==> config.mk <==
export PLATFORM = sky130hd
export DESIGN_NAME = i2c_eeprom_arbiter
export DESIGN_NICKNAME = d
export VERILOG_FILES = /design/src/rtl/i2c_pkg.sv /design/src/rtl/rr_arb2.sv /design/src/rtl/i2c_eeprom_arbiter.sv
export SDC_FILE = /design/constraint.sdc
export NUM_CORES = 1
export LEC_CHECK = 0
export CAP_MARGIN = 5
export CORE_UTILIZATION = 40
export CTS_BUF_LIST = sky130_fd_sc_hd__clkbuf_4 sky130_fd_sc_hd__clkbuf_8
export DETAILED_ROUTE_END_ITERATION = 8
export PLACE_DENSITY = 0.71
export SLEW_MARGIN = 10
export SYNTH_ARGS = -nofsm -noshare
export SYNTH_HDL_FRONTEND = slang
export SYNTH_SLANG_ARGS = --single-unit
==> constraint.sdc <==
create_clock -name clk -period 4.3 [get_ports clk]
set_input_delay 0.86 -clock clk [delete_from_list [all_inputs] [get_ports clk]]
set_output_delay 0.86 -clock clk [all_outputs]
set_load 0.03 [all_outputs]
==> src/rtl/i2c_pkg.sv <==
// -----------------------------------------------------------------------------
// i2c_pkg
// Shared definitions for the I2C EEPROM arbiter slice: FSM state encoding,
// default device address and the clock/SCL-derived cycle constants.
// -----------------------------------------------------------------------------
package i2c_pkg;

  // Arbiter FSM states
  typedef enum logic [1:0] {
    ST_IDLE  = 2'd0,
    ST_START = 2'd1,
    ST_BUSY  = 2'd2,
    ST_GAP   = 2'd3
  } state_e;

  // 24LCxx-style EEPROM 7-bit device address
  localparam logic [6:0] DEF_DEV_ADDR = 7'h50;

  // System clock and SCL rate, both in kHz
  localparam int CLK_FREQ_KHZ = 32'd50000;
  localparam int I2C_FREQ     = 32'd250;

  // clk cycles per SCL period
  localparam int CYC_PER_SCL  = CLK_FREQ_KHZ / I2C_FREQ;

  // A byte transfer is well under 100 SCL periods; anything longer means the
  // controller gave up on a NACK.
  localparam int DEF_TIMEOUT_CYC = CYC_PER_SCL * 32'd100;

  // EEPROM internal write cycle tWR = 5 ms
  localparam int TWR_US          = 32'd5000;
  localparam int DEF_WR_GAP_CYC  = (CLK_FREQ_KHZ / 32'd1000) * TWR_US;

  // Shared counter width, large enough for both limits above
  localparam int DEF_CNT_W = 32'd20;

  // Last counter value for a limit of `cyc` cycles, truncated to the counter width
  function automatic logic [31:0] last_count(input int cyc);
    logic [31:0] v;
    v = 32'(cyc) - 32'd1;
    return v;
  endfunction

endpackage

==> src/rtl/rr_arb2.sv <==
// -----------------------------------------------------------------------------
// rr_arb2
// Two-way round-robin selector. The pick is combinational; the last served
// requester is registered and updated whenever the parent takes a grant.
// Ports:
//   clk, rst_n    clock / async active-low reset
//   valid0_i      requester 0 pending
//   valid1_i      requester 1 pending
//   take_i        parent accepts the current pick this cycle
//   any_o         at least one requester pending
//   sel_o         selected requester index (0 or 1)
// -----------------------------------------------------------------------------
module rr_arb2 (
  input  logic clk,
  input  logic rst_n,
  input  logic valid0_i,
  input  logic valid1_i,
  input  logic take_i,
  output logic any_o,
  output logic sel_o
);

  // Reset to 1 so requester 0 wins the first tie
  logic last_grant_q;

  assign any_o = valid0_i | valid1_i;

  // Lone requester wins; on a tie the one not served last wins
  always_comb begin
    sel_o = 1'b0;
    if (valid0_i && valid1_i) begin
      sel_o = ~last_grant_q;
    end else if (valid1_i) begin
      sel_o = 1'b1;
    end else begin
      sel_o = 1'b0;
    end
  end

  // Track the last served requester
  always_ff @(posedge clk or negedge rst_n) begin
    if (!rst_n) begin
      last_grant_q <= 1'b1;
    end else if (take_i) begin
      last_grant_q <= sel_o;
    end else begin
      last_grant_q <= last_grant_q;
    end
  end

endmodule

==> src/rtl/i2c_eeprom_arbiter.sv <==
// -----------------------------------------------------------------------------
// i2c_eeprom_arbiter
// Shares one I2C EEPROM byte-transfer controller between two requesters.
// A request is latched in IDLE, issued with a one-cycle i2c_start, and the
// controller inputs are held until i2c_done or a timeout. After a completed
// write the EEPROM needs its internal write cycle, so the arbiter idles in GAP.
// Ports:
//   clk, rst_n                 clock / async active-low reset
//   reqN_valid/ready           request handshake (ready is a 1-cycle pulse)
//   reqN_addr/wdata/rd         16-bit address, write byte, write-then-read flag
//   rsp0_done, rsp1_done       1-cycle completion pulse per requester
//   rsp_err                    qualifies rspN_done: 1 = timeout
//   busy                       high outside IDLE
//   i2c_start                  1-cycle start pulse to the controller
//   wr_dev, rd_dev             constant control bytes
//   addh, addl, wr_data,
//   rd_flag                    controller transfer fields
//   i2c_done                   controller completion pulse
// -----------------------------------------------------------------------------
module i2c_eeprom_arbiter
  import i2c_pkg::*;
#(
  parameter logic [6:0] DEV_ADDR    = DEF_DEV_ADDR,
  parameter int         TIMEOUT_CYC = DEF_TIMEOUT_CYC,
  parameter int         WR_GAP_CYC  = DEF_WR_GAP_CYC,
  parameter int         CNT_W       = DEF_CNT_W
) (
  input  logic        clk,
  input  logic        rst_n,
  input  logic        req0_valid,
  output logic        req0_ready,
  input  logic [15:0] req0_addr,
  input  logic [7:0]  req0_wdata,
  input  logic        req0_rd,
  input  logic        req1_valid,
  output logic        req1_ready,
  input  logic [15:0] req1_addr,
  input  logic [7:0]  req1_wdata,
  input  logic        req1_rd,
  output logic        rsp0_done,
  output logic        rsp1_done,
  output logic        rsp_err,
  output logic        busy,
  output logic        i2c_start,
  output logic [7:0]  wr_dev,
  output logic [7:0]  rd_dev,
  output logic [7:0]  addh,
  output logic [7:0]  addl,
  output logic [7:0]  wr_data,
  output logic        rd_flag,
  input  logic        i2c_done
);

  localparam logic [CNT_W-1:0] CNT_ZERO = {CNT_W{1'b0}};
  localparam logic [CNT_W-1:0] CNT_ONE  = {{(CNT_W-1){1'b0}}, 1'b1};
  localparam logic [CNT_W-1:0] TMO_LAST = CNT_W'(last_count(TIMEOUT_CYC));
  localparam logic [CNT_W-1:0] GAP_LAST = CNT_W'(last_count(WR_GAP_CYC));

  state_e           state_q;
  logic             owner_q;
  logic [CNT_W-1:0] cnt_q;
  logic             req0_ready_q;
  logic             req1_ready_q;
  logic             rsp0_done_q;
  logic             rsp1_done_q;
  logic             rsp_err_q;
  logic             busy_q;
  logic             i2c_start_q;
  logic [7:0]       addh_q;
  logic [7:0]       addl_q;
  logic [7:0]       wr_data_q;
  logic             rd_flag_q;

  logic             any_valid_s;
  logic             sel_s;
  logic             take_s;

  // A grant is only taken from IDLE; valids elsewhere are ignored
  assign take_s = (state_q == ST_IDLE) && any_valid_s;

  rr_arb2 u_arb (
    .clk      (clk),
    .rst_n    (rst_n),
    .valid0_i (req0_valid),
    .valid1_i (req1_valid),
    .take_i   (take_s),
    .any_o    (any_valid_s),
    .sel_o    (sel_s)
  );

  // Arbiter FSM, shared cycle counter and all registered outputs
  always_ff @(posedge clk or negedge rst_n) begin
    if (!rst_n) begin
      state_q      <= ST_IDLE;
      owner_q      <= 1'b0;
      cnt_q        <= CNT_ZERO;
      req0_ready_q <= 1'b0;
      req1_ready_q <= 1'b0;
      rsp0_done_q  <= 1'b0;
      rsp1_done_q  <= 1'b0;
      rsp_err_q    <= 1'b0;
      busy_q       <= 1'b0;
      i2c_start_q  <= 1'b0;
      addh_q       <= 8'h00;
      addl_q       <= 8'h00;
      wr_data_q    <= 8'h00;
      rd_flag_q    <= 1'b0;
    end else begin
      // Pulse outputs default low every cycle
      req0_ready_q <= 1'b0;
      req1_ready_q <= 1'b0;
      i2c_start_q  <= 1'b0;
      rsp0_done_q  <= 1'b0;
      rsp1_done_q  <= 1'b0;
      rsp_err_q    <= 1'b0;

      case (state_q)
        ST_IDLE: begin
          if (any_valid_s) begin
            // Controller-facing fields change only here
            owner_q      <= sel_s;
            if (sel_s) begin
              addh_q    <= req1_addr[15:8];
              addl_q    <= req1_addr[7:0];
              wr_data_q <= req1_wdata;
              rd_flag_q <= req1_rd;
            end else begin
              addh_q    <= req0_addr[15:8];
              addl_q    <= req0_addr[7:0];
              wr_data_q <= req0_wdata;
              rd_flag_q <= req0_rd;
            end
            // ready/start become visible during the START cycle
            req0_ready_q <= ~sel_s;
            req1_ready_q <= sel_s;
            i2c_start_q  <= 1'b1;
            cnt_q        <= CNT_ZERO;
            busy_q       <= 1'b1;
            state_q      <= ST_START;
          end else begin
            busy_q  <= 1'b0;
            state_q <= ST_IDLE;
          end
        end

        ST_START: begin
          // Counter is zero during the start cycle, so it counts cycles since start
          cnt_q   <= cnt_q + CNT_ONE;
          busy_q  <= 1'b1;
          state_q <= ST_BUSY;
        end

        ST_BUSY: begin
          // Done takes priority over a coincident timeout
          if (i2c_done) begin
            rsp0_done_q <= ~owner_q;
            rsp1_done_q <= owner_q;
            rsp_err_q   <= 1'b0;
            if (rd_flag_q) begin
              busy_q  <= 1'b0;
              state_q <= ST_IDLE;
            end else begin
              cnt_q   <= CNT_ZERO;
              busy_q  <= 1'b1;
              state_q <= ST_GAP;
            end
          end else if (cnt_q >= TMO_LAST) begin
            // Controller already dropped back to idle after a NACK
            rsp0_done_q <= ~owner_q;
            rsp1_done_q <= owner_q;
            rsp_err_q   <= 1'b1;
            busy_q      <= 1'b0;
            state_q     <= ST_IDLE;
          end else begin
            cnt_q   <= cnt_q + CNT_ONE;
            busy_q  <= 1'b1;
            state_q <= ST_BUSY;
          end
        end

        ST_GAP: begin
          // EEPROM write cycle; spurious done is ignored here
          if (cnt_q >= GAP_LAST) begin
            busy_q  <= 1'b0;
            state_q <= ST_IDLE;
          end else begin
            cnt_q   <= cnt_q + CNT_ONE;
            busy_q  <= 1'b1;
            state_q <= ST_GAP;
          end
        end

        default: begin
          busy_q  <= 1'b0;
          state_q <= ST_IDLE;
        end
      endcase
    end
  end

  assign req0_ready = req0_ready_q;
  assign req1_ready = req1_ready_q;
  assign rsp0_done  = rsp0_done_q;
  assign rsp1_done  = rsp1_done_q;
  assign rsp_err    = rsp_err_q;
  assign busy       = busy_q;
  assign i2c_start  = i2c_start_q;
  assign wr_dev     = {DEV_ADDR, 1'b0};
  assign rd_dev     = {DEV_ADDR, 1'b1};
  assign addh       = addh_q;
  assign addl       = addl_q;
  assign wr_data    = wr_data_q;
  assign rd_flag    = rd_flag_q;

endmodule
; ---- Word-level counts from Yosys, hierarchy flattened
; Index checks and enable logic that the tools add are counted.
[totals]
in_bits = 55
elab_cells = 72
output_inout_bits = 48
reg_bits = 56
[op_classes]
n_lt_le_gt_ge = 2
eq_ne = 7
addsub = 1
muxes = 38
bitwise_logic = 4
n_reduce_logical = 5
[ops]
columns = op, n
row1 = 20-bit 2-to-1 mux, 5
row2 = 20-bit one-hot mux with 4 select lines, 1
row3 = 8-bit 2-to-1 mux, 3
row4 = 1-bit 2-to-1 mux, 23
row5 = "20-bit by 1-bit adder with 20-bit output, second input constant", 1
row6 = "20-bit by 15-bit greater-or-equal comparator with 1-bit output, second input constant", 1
row7 = "20-bit by 18-bit greater-or-equal comparator with 1-bit output, second input constant", 1
row8 = 2-bit 2-to-1 mux, 4
row9 = 2-bit one-hot mux with 4 select lines, 1
row10 = "3-bit inequality test, second input constant", 2
row11 = "2-bit == test, second input constant", 2
row12 = "2-bit inequality test, second input constant", 2
row13 = 1-bit one-hot mux with 4 select lines, 1
row14 = 4-bit AND reduction, 1
row15 = 1-bit NOT, 3
row16 = "2-bit by 1-bit == test with 1-bit output, second input constant", 1
row17 = 1-bit logical AND, 2
row18 = 2-bit zero test, 1
row19 = 2-bit AND reduction, 1
row20 = 1-bit bitwise OR, 1

; ---- Logic depth before layout (Yosys ltp)
[logic_depth]
word_depth = 5
mapped_depth = 9
depth_no_buf = 7

; ---- Cells and area by module
; Synthesis repeated with hierarchy kept, for this count alone.
[unflattened]
cells_unflattened = 313
hier_area_um2 = 2995.4
[by_module_without_submodules]
columns = mod, seq_area_each_um2, area_each_um2, n_inst, cells_per_inst
row1 = i2c_eeprom_arbiter, 1376.3, 2936.6, 1, 309
row2 = rr_arb2, 26.3, 58.8, 1, 4

; ---- Worst setup path before layout
; Ideal clock, no wire load.
[synth_timing]
kind = register to register
startpoint = register cnt_q[0]
endpoint = register cnt_q[16]
path_buffers = 1
required_time_ns = 4.222
arrival_time_ns = 2.218
stages_incl_launch_ff = 9
setup_ns = 0.078
path_slack_ns = 2.004
path_cell_list = dfrtp_1 ha_1 and4_1 clkbuf_1 o2111ai_4 a21oi_4 or2_4 or4_1 a21oi_1
[synth_between]
elab_chain_len = 4
word_cells_on_any_way = 10
[synth_rtl]
columns = item, line_no
row1 = start: declaration, i2c_eeprom_arbiter.sv:61  ; logic [CNT_W-1:0] cnt_q;
row2 = start signal: assignment, i2c_eeprom_arbiter.sv:148  ; cnt_q <= cnt_q + CNT_ONE;
row3 = start signal: assignment, i2c_eeprom_arbiter.sv:175  ; cnt_q <= cnt_q + CNT_ONE;
row4 = start signal: assignment, i2c_eeprom_arbiter.sv:187  ; cnt_q <= cnt_q + CNT_ONE;
row5 = 20-bit by 1-bit adder with 20-bit output, "i2c_eeprom_arbiter.sv:148, i2c_eeprom_arbiter.sv:175, i2c_eeprom_arbiter.sv:187"
row6 = 20-bit 2-to-1 mux, i2c_eeprom_arbiter.sv:167  ; end else if (cnt_q >= TMO_LAST) begin
row7 = 20-bit 2-to-1 mux, i2c_eeprom_arbiter.sv:155  ; if (i2c_done) begin
row8 = 20-bit one-hot mux with 4 select lines, i2c_eeprom_arbiter.sv:117  ; case (state_q)
; Parallel ways exist; a longest one is shown, timed or not. The select of a mux whose other input is x is not followed.
; A chain may end at the register's enable or synchronous reset.

; ---- Final worst setup path
[layout_timing]
startpoint = input req1_valid
endpoint = register cnt_q[7]
[layout_between]
elab_chain_len = 3
[layout_rtl]
columns = item, line_no
row1 = start: declaration, i2c_eeprom_arbiter.sv:35  ; input logic req1_valid,
row2 = 1-bit bitwise OR, rr_arb2.sv:26  ; assign any_o = valid0_i | valid1_i;
row3 = 2-bit inequality test (no line), n/a
row4 = 4-bit AND reduction (no line), n/a
; Every way passes these cells.

==> qor.txt <==
fin. max-slew vios: 0
flops & latches, synth: 56
Max-cap violations: 0
Post-Synthesis Cells: 286
share of cells above drive strength 1: 0.0659
GR Util met1: 0.270
largest net degree at the start of global routing: 30
met2 GRT Util: 0.312
CP Data Arrival Time: 3.05 ns
PortBufs: 86
Unique masters post-synth: 45
warning count from the yosys run: 0
number of flops mapped to enable cells by yosys: 0
Die Footprint: 7420 sq um
placed insts: 452
met3 GRT Util: 0.0674
final setup violating endpoints: 0
crit path cell chain: clkdlybuf4s50_1 > nor2_1 > nand2_1 > o21ai_1 > nor3_2 > a31oi_1 > a41o_1
Finished Layout Cells: 460
Tot GR Track Use: 0.202
CORE AREA: 6830 sq um
Least-Margin Pin Slew: 1.19 ns
CP max stage delay: 0.76 ns
ys flop type: dfrtp_1
Worst setup SP type: input port
GRT overflow: 0
Clock Pin Slew Worst Setup and Hold Paths: 0.10 ns
maximum clock path buffer count: 2
final setup TNS: 0 ns
DRT Pass-1 Iters: 9
leakage power: 1.81 nW
root buf cell: clkbuf_8
CTS tree: built
Async SR Flop Fraction: 1.00
Iter 0 DRT Violations: 216
synth-to-layout area growth: 34.8%
average size of a mapped cell: 9.90 sq um
final hold slack: 0.453 ns
clk sinks: 56
Hold Buf Count CTS: 0
H-tree levels: 2
clk_lat worst skew: 0.31 ns
Final period util: 0.660
Max Fclk: 352 MHz
Ant. Diodes: 0
CP max stage cell: nor3_2
Die X: 86.1 um
first-pass GRT wire length: 11700 um
Mapped Area: 2830 sq um
Clock Skew: 0.00770 ns
RePlAce Congestion: 0.854
sequential share of the synthesized area: 0.496
DR vias/cell: 5.46
peak supply drop: 0.000326 V
DRC violations left: 0
CP Data Required Time: 4.51 ns
site row count: 30
WL/cell: 15.3 um
initial antenna violation count: 0
initial core utilization: 0.414
crit-path max FO: 14
die height: 86.1 um
Slew Limit Headroom: 0.204
Via Count: 2511
final WL: 7020 um
DP HPWL: 4990 um
Tot Pwr: 2.05 mW
RSZ-0062 raised after global routing: false
vias in the first global route: 2465
post-detailed-route count of antenna-violating nets: 0
pwr/cell area: 538 nW/um^2
Worst setup EP type: flip-flop
CP Class: input port to flip-flop
Hold Path Class: flip-flop to flip-flop
crit-path leading delay family: simple AND/OR/NAND/NOR gates
final net count: 419
CTS Buf Count: 5
Final min period: 2.84 ns
final hold violations: 0
Setup WS pre-CTS: 1.19 ns
Buf/Inv on CP: 1
postcts setup bufs: 0
status: finished clean
I/O pins: 103
post-CTS resize count: 0
busiest grt layer: met2
Final WS setup: 1.46 ns
## worst reg2reg max path, delay by kind of cell (launching register included)
kind / cells / cell delay, ns
simple gates: 2 / 0.96
compound gates: 4 / 0.87
flops: 1 / 0.43
fa+ha+maj: 1 / 0.27
## stage by stage
stage | area [sq um] | utilization
2_1_floorplan | 2880 | -
3_3_place_gp | 3700 | 0.542
3_5_place_dp | 3700 | 0.542
4_1_cts | 3810 | 0.558
5_1_grt | 3810 | 0.558
6_report | 3810 | 0.558
## layout by cell type, fill, tap and decap left out, types with 2 or more instances in the layout
cell type         n
a31o_2            3
xnor2_1           7
nor2_1           19
a222oi_1         25
o21a_1            2
a31oi_1           3
a41o_1            2
a21o_1            2
inv_1            29
o21ai_0           5
and4_1            3
clkbuf_8          5
nand4_1           9
buf_4             3
clkdlybuf4s50_1  85
conb_1           16
nor3_1            3
nand2b_1          5
and3_1            6
dfrtp_1          55
nand3_1           7
a21oi_1           7
nor4_1            9
and2_1            3
nand2_1          21
o31ai_1           2
mux2i_1           3
nor2b_1           2
or4_1             2
## layer usage
layer,vias to the layer above,routed length (um)
met5,-,0
met4,0,118
met3,12,673
met1,1194,2930
met2,136,3300
li1,1169,-
## area by class of cell
| cell class | instances | area [sq um] |
|---|---|---|
| well taps | 96 | 120 |
| clock inverters | 3 | 42.5 |
| repair buffers | 89 | 878 |
| multi-input cells | 182 | 1190 |
| flip-flops and latches | 56 | 1400 |
| fillers | 596 | 3020 |
| inverters | 29 | 109 |
| clock buffers | 5 | 68.8 |
## synthesized netlist by cell type (3+ instances only)
library cell | instances | share of area
a21oi_1 | 8 | 0.014
a222oi_1 | 25 | 0.088
a31o_2 | 3 | 0.0093
a31oi_1 | 3 | 0.0066
and2_1 | 3 | 0.0066
and3_1 | 6 | 0.013
and4_1 | 3 | 0.0093
buf_4 | 16 | 0.042
clkbuf_1 | 15 | 0.020
dfrtp_1 | 55 | 0.49
inv_1 | 29 | 0.038
mux2i_1 | 3 | 0.011
nand2_1 | 21 | 0.028
nand2b_1 | 5 | 0.011
nand3_1 | 7 | 0.012
nand4_1 | 9 | 0.020
nor2_1 | 19 | 0.025
nor3_1 | 3 | 0.0053
nor4_1 | 9 | 0.020
o21ai_0 | 6 | 0.011
xnor2_1 | 7 | 0.022
## worst paths after layout
kind / start / end / slack (ns) / cells past startpoint
max: req1_valid / cnt_q[7] / 1.46 / 7
min: owner_q / rsp0_done / 0.45 / 1
max reg2reg: cnt_q[0] / cnt_q[7] / 1.66 / 7
min reg2reg: owner_q / rsp0_done / 0.45 / 1
max in group asynchronous: rst_n / u_arb.last_grant_q / 2.91 / 2
min in group asynchronous: rst_n / owner_q / 0.55 / 1
## cell families (layout without fill, tap and decap cells)
logic type,count (synthesis),after routing,synth area share
other,2,16,0.00265
and+or+nand+nor,95,95,0.179
muxes,4,4,0.0146
DFF,56,56,0.496
AOI/OAI and AO/OA,59,59,0.178
xor gates and xnor gates,7,7,0.0217
adders and majority gates,1,1,0.00442
buffers and inverters,62,126,0.104
## state kept, by name (all words and copies together) (netlist names)
name / flops
i2c_start: 1
busy: 1
wr_data: 8
addl: 8
addh: 8
req1_ready: 1
rsp_err: 1
u_arb.last_grant_q: 1
state_q: 2
rd_flag: 1
req0_ready: 1
cnt_q: 20
rsp0_done: 1
owner_q: 1
rsp1_done: 1
## report_power, final
group          internal, mW  leakage [nW]  total (mW)  switching (mW)
sequential            0.678         0.727       0.796           0.118
clock                 0.173        0.0541       0.346           0.174
combinational         0.382          1.02       0.910           0.528
No activity file was read; power rests on OpenSTA's default activity.
==> RTL change: new RTL, same flow settings <==
Set the package constant `DEF_CNT_W` to 32'd30 (it was 32'd20).
--- a/src/rtl/i2c_pkg.sv
+++ b/src/rtl/i2c_pkg.sv
@@ -32,7 +32,7 @@
   localparam int DEF_WR_GAP_CYC  = (CLK_FREQ_KHZ / 32'd1000) * TWR_US;
 
   // Shared counter width, large enough for both limits above
-  localparam int DEF_CNT_W = 32'd20;
+  localparam int DEF_CNT_W = 32'd30;
 
   // Last counter value for a limit of `cyc` cycles, truncated to the counter width
   function automatic logic [31:0] last_count(input int cyc);
Check against the original RTL: no difference found for any inputs over 10 cycles, from zero or initial values and one cycle with rst_n low; that may be too few to reach the edited logic, so the function may still have changed.
==> RTL change against the original RTL <==
- worst setup slack better by 46 ps
- via count up 27%
- hold slack better by 38 ps
- non-clock buffer count up 2
- clock power up 88%
- cell area up 21%
- sequential cell count up 10
- area after synthesis up 25%
- routed wire length up 30%
- power up 26%
- critical endpoint is now cnt_q[9]
- largest cell class unchanged
==> RTL change: results (changes against the original RTL) <==
Min path:
- The tightest min-delay check is of the flip-flop to flip-flop type.

Clock tree:
- The post-CTS setup repair buffer count is 0 (unchanged).
- The insertion delay to the later sink of the worst-skew pair was 340 ps (+30 ps).
- The total CTS buffers is 9 (+4).
- The total number of H-tree levels is 3 (+1).
- The count of instances resized after the clock tree is built is 0 (unchanged).
- The maximum buffer depth of the clock tree was 2 (unchanged).
- The number of sinks handled by clock tree synthesis came to 66 (+18%).
- The cell sitting at the root of the clock tree is a clkbuf_8.
- The post-CTS clock slew at the launch and capture registers of the worst setup and hold paths came to 70 ps (-30 ps).

Yosys:
- The post-synthesis async set-or-reset flop share is 100% (unchanged).
- The number of distinct library cell variants in the gate-level netlist after synthesis was 53 (+18%).
- By area the synthesized netlist is led by dfrtp_1, o31ai_1, a222oi_1.
- The number of warnings printed during yosys synthesis was 0 (unchanged).
- The part of the Yosys area used for sequential elements is 46.6% (-3.0 points).
- Counting instances in the post-synthesis netlist gives the leading cell types as dfrtp_1, o31ai_1, inv_1.

Cells and area:
- The number of antenna cells inserted is 0 (unchanged).
- The top register by number of flip-flops is cnt_q.
- The post-layout net count is 491 (+17%).
- The number of flip-flops in the largest register was 30 (+50%).
- The count of fill cells added during filler insertion is 757 (+27%).
- The fraction of final layout cells sized beyond drive strength 1 came to 9.32% (+2.7 points).

Critical path:
- The arrival time reported for the critical path endpoint is 3010 ps (-40 ps).
- The cell count of the worst reg-to-reg path was 6 (-1).
- The most critical setup path has its endpoint at cnt_q[9].
- The start point of the critical path is i2c_done.
- The largest stage delay on the critical path is 550 ps (-210 ps).
- For this design, the slowest cell found on the critical path is or2_1.
- The largest driver fanout on the critical path is 23 (+9).
- The launching point of the worst reg2reg path is cnt_q[24].
- The register-to-register setup slack is 1530 ps (-130 ps).

GRT:
- The total global-route track usage was 21.7% (+1.5 points).
- The via count of the first global-routing pass is 3090 (+25%).
- The met3 track demand over resource is 7.82% (+1.1 points).
- The global-route met2 utilization was 32.3% (+1.2 points).
- The global-route wire length before repair is 15400 µm (+31%).
- The met1 routing resource usage after global routing is 29.2% (+2.2 points).
- The pin count of the biggest net entering global routing is 37 (+23%).
- The number of antenna violations at the first check in global routing is 0 (unchanged).

Place:
- The total half-perimeter wirelength after legalization and detailed placement is 6300 µm (+26%).
- The weighted congestion reported at the end of routability-driven placement is 0.827 (-3.1%).
- The number of input and output port buffers inserted is 86 (unchanged).

Power:
- The leakage power figure came to 2.12 nW (+17%).
- The worst IR drop on VDD came to 0.317 mV (-2.9%).

STA:
- The worst max-slew margin expressed relative to the limit is 24.2% (+3.9 points).
- The worst clock skew on the final layout is 12.3 ps (+4.60 ps).

Outcome:
- The run finished with clean final reports.

Routing:
- The via density per instance is 5.86 (+7.4%).
- The violation count after the first detailed-route iteration came to 287 (+33%).
- The wire length per cell after detailed routing was 16.8 µm (+10%).
- The first-pass iteration count of the detailed router is 7 (-2).
-- RTL change: worst min-delay path by stage --
stage / startpoint / end / cells after the start
CTS: owner_q / rsp0_done / 1
finish: owner_q / rsp0_done / 1
detailed placement: owner_q / rsp0_done / 1
global placement: owner_q / rsp0_done / 1
global route: owner_q / rsp0_done / 1
floorplan: owner_q / rsp0_done / 1
-- RTL change: logic make-up after synthesis --
family / after synthesis / share of synthesized area [%]
compound gates: 119 / 26.3
simple gates: 97 / 15.4
buf+inv: 77 / 11.1
flops: 66 / 46.6
other cells: 2 / 0.212
fa+ha+maj: 1 / 0.353
-- RTL change: metrics by stage --
step / setup slack, ps / instance area, µm² / hold slack [ps] / util [%] / cells
after floorplan: 2120 / 3600 / 428 / - / 376
after global placement: 1270 / 4370 / 466 / 52.1 / 529
after detailed placement: 1160 / 4370 / 465 / 52.1 / 529
after CTS: 1510 / 4620 / 477 / 55.1 / 545
after global routing: 1340 / 4620 / 526 / 55.1 / 545
final: 1510 / 4620 / 492 / 55.1 / 545
-- RTL change: final cells by class --
type                    instances  area (µm²)  share of cell area [%]
flip-flops and latches         66        1650                    35.8
multi-input cells             233        1570                    33.9
repair buffers                 91         893                    19.3
clock buffers                  10         138                    2.98
well taps                     105         131                    2.84
inverters                      34         128                    2.76
clock inverters                 6         113                    2.44
-- RTL change: worst max-delay path, delay by kind of cell --
family                 cells  cell delay (ps)
AOI/OAI and AO/OA          2              630
and+or+nand+nor            2             1000
buffers and inverters      1              500
-- RTL change: power by group --
group,total [W],internal [W],switching (W)
sequential,0.000901,0.000780,0.000121
combinational,0.00104,0.000412,0.000628
clock,0.000649,0.000403,0.000246
total,0.00259,0.00160,0.000995
-- RTL change: metal layers --
metal | share of wire [%] | vias to the layer above
li1 | - | 1488
met1 | 44 | 1540
met2 | 45 | 152
met3 | 9.3 | 16
met4 | 1.7 | 0
met5 | 0 | -
